==> src/rtl/rv32_uart_tx.sv <==
// Memory-mapped 8N1 UART transmitter with a TX FIFO, responding on the rv32 data bus.
// Define UART_TX_PARITY_EN to add an even-parity bit between the data bits and the stop bit.
module rv32_uart_tx #(
  parameter logic [31:0] BASE_ADDR       = 32'h0001_0000,
  parameter int unsigned FIFO_DEPTH      = 16,
  parameter logic [15:0] DEFAULT_DIVISOR = 16'd104
) (
  input  logic        clk,
  input  logic        reset,
  input  logic [31:0] address_in,
  input  logic [3:0]  write_mask_in,
  input  logic [31:0] write_value_in,
  output logic [31:0] read_value_out,
  output logic        tx_out
);

  localparam int unsigned PTR_W = (FIFO_DEPTH > 1) ? $clog2(FIFO_DEPTH) : 1;
  localparam int unsigned CNT_W = PTR_W + 1;

`ifdef UART_TX_PARITY_EN
  localparam logic PARITY_SUPPORT = 1'b1;
`else
  localparam logic PARITY_SUPPORT = 1'b0;
`endif

  typedef enum logic [2:0] {
    IDLE,
    START,
    DATA,
    PARITY,
    STOP
  } state_t;

  logic             sel;
  logic [1:0]       offset;
  logic             data_wr;
  logic             status_wr;
  logic             div_wr_lo;
  logic             div_wr_hi;

  logic [7:0]       fifo_mem [FIFO_DEPTH];
  logic [PTR_W-1:0] wr_ptr;
  logic [PTR_W-1:0] rd_ptr;
  logic [CNT_W-1:0] count;
  logic [7:0]       count_byte;
  logic [7:0]       head_byte;
  logic             full;
  logic             empty;
  logic             push;
  logic             pop;
  logic             overflow_set;

  logic             overflow;
  logic [15:0]      divisor;
  logic [15:0]      bit_load;

  state_t           state;
  logic [15:0]      bit_cnt;
  logic             bit_end;
  logic [7:0]       shift_reg;
  logic [2:0]       bit_idx;
  logic             tx_reg;
`ifdef UART_TX_PARITY_EN
  logic             parity_bit;
`endif

  logic             unused_bits;

  // Bus decode
  assign sel       = (address_in[31:4] == BASE_ADDR[31:4]);
  assign offset    = address_in[3:2];
  assign data_wr   = sel && (offset == 2'd0) && write_mask_in[0];
  assign status_wr = sel && (offset == 2'd1) && write_mask_in[0];
  assign div_wr_lo = sel && (offset == 2'd2) && write_mask_in[0];
  assign div_wr_hi = sel && (offset == 2'd2) && write_mask_in[1];

  assign unused_bits = ^{address_in[1:0], write_mask_in[3:2], write_value_in[31:16]};

  // FIFO status and handshakes
  assign full       = (count == CNT_W'(FIFO_DEPTH));
  assign empty      = (count == '0);
  assign count_byte = 8'(count);
  assign head_byte  = fifo_mem[rd_ptr];
  assign bit_end    = (bit_cnt == '0);

  assign pop = !empty && ((state == IDLE) || ((state == STOP) && bit_end));
  // A pop on the same edge frees a slot, so a push into a full FIFO still lands.
  assign push         = data_wr && (!full || pop);
  assign overflow_set = data_wr && full && !pop;

  assign bit_load = (divisor == '0) ? '0 : (divisor - 16'd1);

  always_ff @(posedge clk) begin
    if (push) begin
      fifo_mem[wr_ptr] <= write_value_in[7:0];
    end
  end

  always_ff @(posedge clk or posedge reset) begin
    if (reset) begin
      wr_ptr <= '0;
      rd_ptr <= '0;
      count  <= '0;
    end else begin
      if (push) begin
        wr_ptr <= wr_ptr + PTR_W'(1);
      end
      if (pop) begin
        rd_ptr <= rd_ptr + PTR_W'(1);
      end
      case ({push, pop})
        2'b10:   count <= count + CNT_W'(1);
        2'b01:   count <= count - CNT_W'(1);
        default: count <= count;
      endcase
    end
  end

  always_ff @(posedge clk or posedge reset) begin
    if (reset) begin
      overflow <= 1'b0;
      divisor  <= DEFAULT_DIVISOR;
    end else begin
      if (overflow_set) begin
        overflow <= 1'b1;
      end else if (status_wr && write_value_in[3]) begin
        overflow <= 1'b0;
      end
      if (div_wr_lo) begin
        divisor[7:0] <= write_value_in[7:0];
      end
      if (div_wr_hi) begin
        divisor[15:8] <= write_value_in[15:8];
      end
    end
  end

  // Serialiser: tx_reg is set on the edge that enters each bit so the line never glitches.
  always_ff @(posedge clk or posedge reset) begin
    if (reset) begin
      state     <= IDLE;
      tx_reg    <= 1'b1;
      bit_cnt   <= '0;
      shift_reg <= '0;
      bit_idx   <= '0;
`ifdef UART_TX_PARITY_EN
      parity_bit <= 1'b0;
`endif
    end else begin
      case (state)
        IDLE: begin
          if (!empty) begin
            state     <= START;
            tx_reg    <= 1'b0;
            bit_cnt   <= bit_load;
            shift_reg <= head_byte;
`ifdef UART_TX_PARITY_EN
            parity_bit <= ^head_byte;
`endif
          end
        end
        START: begin
          if (bit_end) begin
            state   <= DATA;
            tx_reg  <= shift_reg[0];
            bit_idx <= '0;
            bit_cnt <= bit_load;
          end else begin
            bit_cnt <= bit_cnt - 16'd1;
          end
        end
        DATA: begin
          if (bit_end) begin
            bit_cnt <= bit_load;
            if (bit_idx == 3'd7) begin
`ifdef UART_TX_PARITY_EN
              state  <= PARITY;
              tx_reg <= parity_bit;
`else
              state  <= STOP;
              tx_reg <= 1'b1;
`endif
            end else begin
              bit_idx   <= bit_idx + 3'd1;
              shift_reg <= {1'b0, shift_reg[7:1]};
              tx_reg    <= shift_reg[1];
            end
          end else begin
            bit_cnt <= bit_cnt - 16'd1;
          end
        end
`ifdef UART_TX_PARITY_EN
        PARITY: begin
          if (bit_end) begin
            state   <= STOP;
            tx_reg  <= 1'b1;
            bit_cnt <= bit_load;
          end else begin
            bit_cnt <= bit_cnt - 16'd1;
          end
        end
`endif
        STOP: begin
          if (bit_end) begin
            if (!empty) begin
              state     <= START;
              tx_reg    <= 1'b0;
              bit_cnt   <= bit_load;
              shift_reg <= head_byte;
`ifdef UART_TX_PARITY_EN
              parity_bit <= ^head_byte;
`endif
            end else begin
              state <= IDLE;
            end
          end else begin
            bit_cnt <= bit_cnt - 16'd1;
          end
        end
        default: begin
          state  <= IDLE;
          tx_reg <= 1'b1;
        end
      endcase
    end
  end

  assign tx_out = tx_reg;

  always_comb begin
    read_value_out = '0;
    if (sel) begin
      case (offset)
        2'd1: begin
          read_value_out[0]    = (state != IDLE);
          read_value_out[1]    = full;
          read_value_out[2]    = empty;
          read_value_out[3]    = overflow;
          read_value_out[4]    = PARITY_SUPPORT;
          read_value_out[15:8] = count_byte;
        end
        2'd2:    read_value_out[15:0] = divisor;
        default: read_value_out = '0;
      endcase
    end
  end

endmodule

==> config.mk <==
export PLATFORM = sky130hd
export DESIGN_NAME = rv32_uart_tx
export DESIGN_NICKNAME = d
export VERILOG_FILES = /design/src/rtl/rv32_uart_tx.sv
export SDC_FILE = /design/constraint.sdc
export NUM_CORES = 1
export LEC_CHECK = 0
export BUFFER_PORTS_ARGS = -buffer_cell sky130_fd_sc_hd__buf_4
export CORE_UTILIZATION = 25
export DETAILED_ROUTE_END_ITERATION = 12
export HOLD_SLACK_MARGIN = 0.06
export PLACE_DENSITY = 0.43
export SLEW_MARGIN = 20
export SYNTH_ARGS = -nofsm -noshare
export SYNTH_HDL_FRONTEND = slang
export SYNTH_SLANG_ARGS = --single-unit
==> constraint.sdc <==
create_clock -name clk -period 8.6 [get_ports clk]
set_clock_uncertainty 0.05 [all_clocks]
set_input_delay 0.43 -clock clk [delete_from_list [all_inputs] [get_ports clk]]
set_output_delay 0.43 -clock clk [all_outputs]
set_load 0.02 [all_outputs]
# Word-level counts from Yosys, hierarchy flattened
# Memories as Yosys holds them, arrays and structs flattened.
# Cells that the tools add are included.
[totals]
memories = 1
mem_bits_rw = 128
out_inout_bits = 33
input_bits = 70
ff_bits = 61
word_cells = 105
[op_classes]
reduce_logical = 34
muxes = 36
n_addsub = 7
n_eq_ne = 16
[mem_list]
columns = ["name", "words", "word_bits", "read_ports", "rd_ports_with_merged_regs", "wr", "line_no", "source"]
rows = [
  ["fifo_mem", 16, 8, 1, 0, 1, "41", "logic [7:0] fifo_mem [FIFO_DEPTH];"],
]
[op_table]
columns = ["operator", "n"]
rows = [
  ["16-bit two-way mux", 5],
  ["16-bit one-hot mux with 3 select lines", 1],
  ["16-bit logical NOT", 2],
  ["8-bit two-way mux", 4],
  ["16-bit by 1-bit subtractor with 16-bit output, second input constant", 2],
  ["28-bit by 13-bit equality test with 1-bit output, second input constant", 1],
  ["3-bit two-way mux", 9],
  ["8-bit one-hot mux with 3 select lines", 1],
  ["5-bit one-hot mux with 2 select lines", 2],
  ["8-bit one-hot mux with 2 select lines", 1],
  ["1-bit logical AND", 13],
  ["2-bit != test, second input constant", 6],
  ["3-bit one-hot mux with 4 select lines", 1],
  ["1-bit two-way mux", 10],
  ["3-bit nonzero test", 3],
  ["4-bit by 1-bit adder with 4-bit output, second input constant", 2],
  ["4-bit AND reduction", 2],
  ["3-bit equality test, second input constant", 2],
  ["3-bit one-hot mux with 2 select lines", 1],
  ["2-bit nonzero test", 3],
  ["5-bit by 1-bit adder with 5-bit output, second input constant", 1],
  ["5-bit equality test, second input constant", 1],
  ["5-bit logical NOT", 1],
  ["5-bit AND reduction", 1],
  ["13 further kinds", 18],
]

# Depth between registers and ports, before layout
# Gate-level depths: netlist of the first run.
[logic_depth]
ltp_word = 8
depth_mapped = 15
ltp_nobuf = 14

# Worst setup path after synthesis of the first run
# No wires, ideal clock.
[synth_timing]
kind = "register to register"
startpoint = "reg bit_cnt[0]"
endpoint = "mem fifo_mem[4][0], enable pin"
period_less_slack_ps = 3400
path_stages_with_launch = 12
required_time_ps = 8167
setup_time_ps = 383
path_slack_ps = 5200
n_path_buf = 3
t_arrival_ps = 2967
cell_sequence = "dfrtp_1 > inv_1 > ha_1 > or3b_1 > buf_2 > or4_4 > buf_6 > o31ai_4 > and2_1 > buf_2 > nand2_1 > nor3_1"
[synth_via]
elab_chain_cells = 8
[synth_rtl]
columns = ["element", "line_no", "source"]
rows = [
  ["start, declared", "58", "logic [15:0] bit_cnt;"],
  ["start signal, assigned", "155", "bit_cnt <= bit_load;"],
  ["start signal, assigned", "167", "bit_cnt <= bit_load;"],
  ["start signal, assigned", "169", "bit_cnt <= bit_cnt - 16'd1;"],
  ["16-bit logical NOT", "84", "assign bit_end = (bit_cnt == '0);"],
  ["1-bit logical AND", "86", "assign pop = !empty && ((state == IDLE) || ((state == STOP) && bit_end));"],
  ["1-bit logical OR", "86", ""],
  ["1-bit logical AND", "86", ""],
  ["1-bit logical OR", "88", "assign push = data_wr && (!full || pop);"],
  ["1-bit logical AND", "88", ""],
  ["1-bit two-way mux", "94", "if (push) begin"],
  ["1-bit two-way mux (not written as such)", "95", "fifo_mem[wr_ptr] <= write_value_in[7:0];"],
  ["end, declared", "41", ""],
]
# Every way passes these cells.

# Worst setup path after layout of the first run
[layout_timing]
startpoint = "reg bit_cnt[0]"
endpoint = "mem fifo_mem[14][1], enable pin"
# Same word-level chain as after synthesis.

==> results.md, run 1 <==
- Via count: 5832
- Postcts setup bufs: 0
- Top-area cell type share of the netlist area: 42.3%
- Ports: 103
- Depth of the CTS H-tree: 4
- Port Buffer Count: 66
- Total CTS buffers: 17
- TNS Setup: 0 ns
- Worst Path Required: 8.61 ns
- Metal3 WL: 549 µm
- Core ar.: 35700 µm²
- Met2 WL: 11.8 mm
- Hold Vio Cnt, Final: 0
- Detailed Place HPWL: 15.4 mm
- CTS tree: done
- Die area: 37100 µm²
- Drt drc: 3
- Max Fclk: 259 MHz
- Top sig layer: met4
- # rows: 69
- Max-cap violations: 0
- Synth cell types: 71
- Die Ht: 193 µm
- Most area-consuming cells after synthesis: edfxtp_1, dfrtp_1, mux4_2
- RSZ-0062 raised after global routing: false
- YS warnings: 0
- Global-route usage over all layers: 13.1%
- Status: finished with violations
- Pwr per Cell Area: 375 nW/µm²
- Cell taking the most area after synthesis: edfxtp_1
- Register area share after synthesis: 59.2%
- Remaining global-route overflow: 0
- Post-Layout Cell Count: 1239
- Largest net degree at the start of global routing: 62
- Top FF cell, synth: edfxtp_1
- Worst Tran Pin Value: 0.973 ns
- Placer Congestion: 0.753
- Yosys reg bits: 189
- Fin crit period: 3.86 ns
- Nets: 851
- Largest register FFs: 128
- Longest Clk Path Bufs: 2
- Layout area overhead: 17.6%
- Final worst slack: 4.74 ns
- Clk Latency, worst-skew pair: 0.43 ns
- Share of cells above drive strength 1: 22.5%
- Asr flop ratio synth: 32.3%
- Highest net fanout along the worst path: 8
- Setup violation total in the final timing report: 0
- Clock slew seen by the registers of the worst setup and hold paths: 0.08 ns
- Slew Viols, Final: 0
- Pre-CTS setup slack: 4.67 ns
- DRT Pass-1 Iters: 9
- Syn_area_per_cell: 12.9 µm²
- Crit share post-route: 44.8%
- Resized Gates After CTS: 0
- Root Buffer: clkbuf_16
- Global-route wire length before repair: 36.0 mm
- Initial drt markers: 329
- Synthesized area: 9080 µm²
- Diode count: 0
- Regs by FF count: fifo_mem (128), bit_cnt (16), divisor (16)
- Most common cell in the netlist: edfxtp_1
- Per-cell routed wire length: 18.7 µm
- CTS sink cnt: 189
- Top post-synthesis cells by count: edfxtp_1, dfrtp_1, o21ai_0, nor2_1, nand2_1
- Cts-stage hold buffer count: 0
- Worst relative slew slack: 34.6%
- Vias in the first global route: 5838
- Initial antenna violation count: 0
- Worst-case vdd ir drop: 0.416 mV
- Final ANT Viol Nets: 0
- Crit path DAT: 3.87 ns
- Post-synth EDFFs: 128
- Failing checks: DRC
- Synthesized instance count: 701
- Initial Utilization: 25.5%
- Startpoint types: register
- Setup crit end kind: register
- Final wirelength: 23.2 mm
- Top reg by flops: fifo_mem
- Util after Layout: 29.9%
- DR vias/cell: 4.71
- Die width: 193 µm
- Kind of critical path: reg -> reg
- Inst Count DP: 1207
- Worst Hold Class: in -> reg
- LEAKAGE: 4.23 nW
- M1 WL: 10.8 mm
worst paths after layout:
kind	from	to	slack, ns	depth (start not counted)
worst max register to register	bit_cnt[0]$_DFFE_PP0P_	fifo_mem[14][1]$_DFFE_PP_	4.74	8
min in group asynchronous	reset	bit_cnt[14]$_DFFE_PP0P_	0.21	3
worst max-delay path	bit_cnt[0]$_DFFE_PP0P_	fifo_mem[14][1]$_DFFE_PP_	4.74	8
max in group asynchronous	reset	rd_ptr[0]$_DFFE_PP0P_	7.67	3
worst min register to register	shift_reg[7]$_DFFE_PP0P_	shift_reg[7]$_DFFE_PP0P_	0.44	1
worst min-delay path	write_value_in[9]	divisor[9]$_DFFE_PP0P_	0.18	2
layout make-up:
class                   instances  area [µm²]
flip-flops and latches        189        5380
well taps                     461         577
clock inverters                15         199
clock buffers                  17         425
inverters                      20        75.1
multi-input cells             459        3440
repair buffers                 78         586
fillers                      3617       25000
per-stage QoR:
stage,cell area [µm²],hold slack (ns),power (mW)
CTS,10700,0.160,4.04
floorplan,9130,0.399,2.76
finish,10700,0.175,4.01
global placement,10000,0.416,3.20
global route,10700,0.159,4.34
detailed placement,10100,0.421,3.20
kinds of logic (layout without fill, tap and decap cells):
| family | Yosys count | in the layout | synth area share, % |
|---|---|---|---|
| AOI/OAI and AO/OA | 149 | 149 | 11.0 |
| DFF | 189 | 189 | 59.2 |
| and+or+nand+nor | 188 | 188 | 11.4 |
| muxes | 68 | 68 | 10.3 |
| xor gates and xnor gates | 22 | 22 | 2.21 |
| other | 1 | 16 | 0.0413 |
| adders and majority gates | 16 | 16 | 2.29 |
| buffers and inverters | 68 | 130 | 3.64 |
critical path, stage by stage, from the launching register on:
cell and delay, ns:
dfrtp_1 0.42, inv_1 0.07, ha_1 0.20, or3b_1 0.49
or4_4 0.61, o31ai_4 0.35, and2_1 0.36, nand3_1 0.21
nor2_1 0.72
where the power goes:
| part | switching [mW] | internal, mW | total [mW] |
|---|---|---|---|
| registers | 0.0565 | 1.10 | 1.15 |
| logic | 1.18 | 0.854 | 2.03 |
| clock network | 0.419 | 0.404 | 0.823 |
cells in the final DEF, fill, tap and decap left out, types with 16 or more instances in the layout:
master	netlist	layout
mux4_2	17	17
edfxtp_1	128	128
a22oi_1	19	19
nand2_1	37	37
nor2_1	42	42
dfrtp_1	57	56
conb_1	1	16
a21oi_1	28	28
inv_1	20	19
clkbuf_16	0	17
mux2i_1	26	26
o21ai_0	46	46
buf_4	16	78
mux2_2	23	23
per-layer routing:
metal  up-vias  GRT usage, %
li1       2782             -
met1      2958          17.5
met2        83          22.2
met3         9          2.31
met4         0          2.36
met5         -             0
No activity file was read; power rests on OpenSTA's default activity.
==> inputs of run 2 (changes only) <==
==> constraint.sdc (replaced) <==
create_clock -name clk -period 4.04 [get_ports clk]
set_clock_uncertainty 0.05 [all_clocks]
set_input_delay 0.202 -clock clk [delete_from_list [all_inputs] [get_ports clk]]
set_output_delay 0.202 -clock clk [all_outputs]
set_load 0.02 [all_outputs]
==> run 2 against run 1 <==
Net effect: the run still ends with DRC left; via count is 1.4% higher; worst hold slack worse by 0.077 ns; critical endpoint is now fifo_mem[1][3]$_DFFE_PP_; core utilization is 0.39 points higher; highest routed layer unchanged.
==> results.md, run 2 (synthesized netlist as in run 1, its figures left out) <==
- Worst Setup EP: fifo_mem[1][3]$_DFFE_PP_ (was fifo_mem[14][1]$_DFFE_PP_)
- Pint: 5.18 mW (was 2.35 mW)
- Largest net degree at the start of global routing: 42 (was 62)
- Clock Power Share: 19.2% (was 20.5%)
- Core ar.: 35700 µm² (unchanged)
- Detailed Place HPWL: 16.2 mm (was 15.4 mm)
- Remaining global-route overflow: 0 (unchanged)
- Clock slew seen by the registers of the worst setup and hold paths: 0.08 ns (about the same)
- TNS Setup: 0 ns (unchanged)
- Hold Vio Cnt, Final: 0 (unchanged)
- Psw: 3.51 mW (was 1.65 mW)
- Die Ht: 193 µm (unchanged)
- Design Area, Final: 10800 µm² (was 10700 µm²)
- Highest net fanout along the worst path: 8 (unchanged)
- Status: finished with violations (unchanged)
- Via count: 5913 (was 5832)
- Placed Area: 10100 µm² (about the same)
- Max Fclk: 293 MHz (was 259 MHz)
- Port Buffer Count: 66 (unchanged)
- Die area: 37100 µm² (unchanged)
- Clk Latency, worst-skew pair: 0.44 ns (was 0.43 ns)
- Largest register FFs: 128 (unchanged)
- Regs by FF count: fifo_mem (128), bit_cnt (16), divisor (16) (unchanged)
- Crit-path cells: inv_1 > ha_1 > or3b_1 > or4_4 > o31ai_4 > and4_4 > nor3b_2 > and2_1 (was inv_1 > ha_1 > or3b_1 > or4_4 > o31ai_4 > and2_1 > nand3_1 > nor2_1)
- Switching Share: 40.4% (was 41.2%)
- Post-Layout Cell Count: 1261 (was 1239)
- Slowest-stage cell, CP: or4_4 (was nor2_1)
- Drt drc: 3 (unchanged)
- Initial Utilization: 25.5% (unchanged)
- Global-route usage over all layers: 13.4% (was 13.1%)
- Diode count: 0 (unchanged)
- Longest Clk Path Bufs: 2 (unchanged)
- Fill count: 3571 (was 3617)
- Global-route wire length before repair: 36.6 mm (was 36.0 mm)
- Setup crit end kind: register (unchanged)
- Final wirelength: 23.6 mm (was 23.2 mm)
- Kind of critical path: reg -> reg (unchanged)
- Combinational Power Share: 52.6% (was 50.7%)
- Max-cap violations: 0 (unchanged)
- CTS tree: done (unchanged)
- Nets: 873 (was 851)
- Startpoint types: register (unchanged)
- Worst relative slew slack: 41.8% (was 34.6%)
- Critical register-to-register path startpoint: bit_cnt[0]$_DFFE_PP0P_ (unchanged)
- Worst flop-to-flop path endpoint: fifo_mem[1][3]$_DFFE_PP_ (was fifo_mem[14][1]$_DFFE_PP_)
- RSZ-0062 raised after global routing: false (unchanged)
- Initial antenna violation count: 0 (unchanged)
- GRT met1 Usage: 18.2% (was 17.5%)
- Vias in the first global route: 6052 (was 5838)
- Inst Count DP: 1219 (was 1207)
- DR vias/cell: 4.69 (was 4.71)
- Root Buffer: clkbuf_16 (unchanged)
- Slew Viols, Final: 0 (unchanged)
- Most common cell after layout, fill and taps aside: edfxtp_1 (unchanged)
- Crit path DAT: 3.44 ns (was 3.87 ns)
- Postcts setup bufs: 0 (unchanged)
- Layout area overhead: 19.1% (was 17.6%)
- Fin crit period: 3.41 ns (was 3.86 ns)
- Total CTS buffers: 17 (unchanged)
- Failing checks: DRC (unchanged)
- Die width: 193 µm (unchanged)
- FF-to-FF setup slack: 0.63 ns (was 4.74 ns)
- Initial drt markers: 345 (was 329)
- Crit path buf inv count: 1 (unchanged)
- Ports: 103 (unchanged)
- Pwr per Cell Area: 803 nW/µm² (was 375 nW/µm²)
- Worst-case vdd ir drop: 0.763 mV (was 0.416 mV)
- Depth of the CTS H-tree: 4 (unchanged)
- Critical path's largest stage delay: 0.57 ns (was 0.72 ns)
- Setup violation total in the final timing report: 0 (unchanged)
- Crit share post-route: 84.5% (was 44.8%)
- CP top delay family: simple AND/OR/NAND/NOR gates (unchanged)
- Final ANT Viol Nets: 0 (unchanged)
- Crit. path cell count: 8 (unchanged)
- R2r worst-path depth: 8 (unchanged)
- Most frequent cells in the layout: edfxtp_1, buf_4, dfrtp_1 (unchanged)
- Sequential Power Share: 28.2% (was 28.8%)
- CTS sink cnt: 189 (unchanged)
- Worst Hold Class: in -> reg (unchanged)
- Top reg by flops: fifo_mem (unchanged)
- GRT met3 Usage: 2.24% (was 2.31%)
- GRT busiest layer: met2 (unchanged)
- Per-cell routed wire length: 18.7 µm (about the same)
- Worst Path Required: 4.07 ns (was 8.61 ns)
- Worst Tran Pin Value: 0.873 ns (was 0.973 ns)
- Met2 Use GR: 22.0% (was 22.2%)
- LEAKAGE: 4.31 nW (was 4.23 nW)
- CP startpoint: bit_cnt[0]$_DFFE_PP0P_ (unchanged)
- Placer Congestion: 0.764 (was 0.753)
- Share of cells above drive strength 1: 22.8% (was 22.5%)
- # rows: 69 (unchanged)
- DRT Pass-1 Iters: 9 (unchanged)
run 2: what timing repair did:
item | CTS | global route
hold endpoints to repair | 28 | 0
hold buffers | 10 | 0
gates resized for setup | 0 | 0
run 2: worst min-delay path by stage:
stage	from	endpoint	slack [ns]	cells past startpoint
after detailed placement	reset	bit_cnt[14]$_DFFE_PP0P_	0.23	2
after global routing	write_value_in[7]	fifo_mem[2][7]$_DFFE_PP_	0.08	1
after global placement	reset	bit_cnt[14]$_DFFE_PP0P_	0.24	2
after CTS	write_value_in[7]	fifo_mem[3][7]$_DFFE_PP_	0.08	1
final	write_value_in[4]	fifo_mem[10][4]$_DFFE_PP_	0.1	1
after floorplan	write_value_in[0]	fifo_mem[0][0]$_DFFE_PP_	0.25	0
run 2: stage by stage:
stage	total power [mW]	util (%)	hold WS [ns]	setup slack (ns)
6_report	8.69	30.3	0.0979	0.628
2_1_floorplan	5.88	-	0.251	0.640
3_3_place_gp	7.01	28.5	0.242	0.573
4_1_cts	8.74	30.3	0.0802	0.570
3_5_place_dp	7.05	28.5	0.231	0.591
5_1_grt	9.34	30.3	0.0763	0.342
run 2: final cells by class:
cell class	count	area, µm²	share of cell area (%)
Timing Repair Buffer	100	788	7.29
Tap cell	461	577	5.33
Sequential cell	189	5380	49.7
Inverter	20	75.1	0.694
Clock buffer	20	437	4.04
Multi-Input combinational cell	459	3430	31.7
Clock inverter	12	134	1.24
run 2: routing by layer:
metal | wire length, µm | up-vias
met2 | 11500 | 108
met5 | 0 | -
met3 | 690 | 19
li1 | - | 2823
met4 | 320 | 0
met1 | 11100 | 2963
run 2: worst register-to-register path, stage by stage (launching register included):
cell and delay [ns]:
dfrtp_1 0.41, inv_1 0.07, ha_1 0.19, or3b_1 0.39, or4_4 0.57, o31ai_4 0.35, and4_4 0.29, nor3b_2 0.29
and2_1 0.46
run 2: power groups by stage:
stage / clock (mW) / sequential, mW / combinational, mW
3_3_place_gp: 0 / 2.49 / 4.52
6_report: 1.67 / 2.45 / 4.57
3_5_place_dp: 0 / 2.49 / 4.56
2_1_floorplan: 0 / 2.46 / 3.42
4_1_cts: 1.71 / 2.45 / 4.58
5_1_grt: 1.79 / 2.47 / 5.08
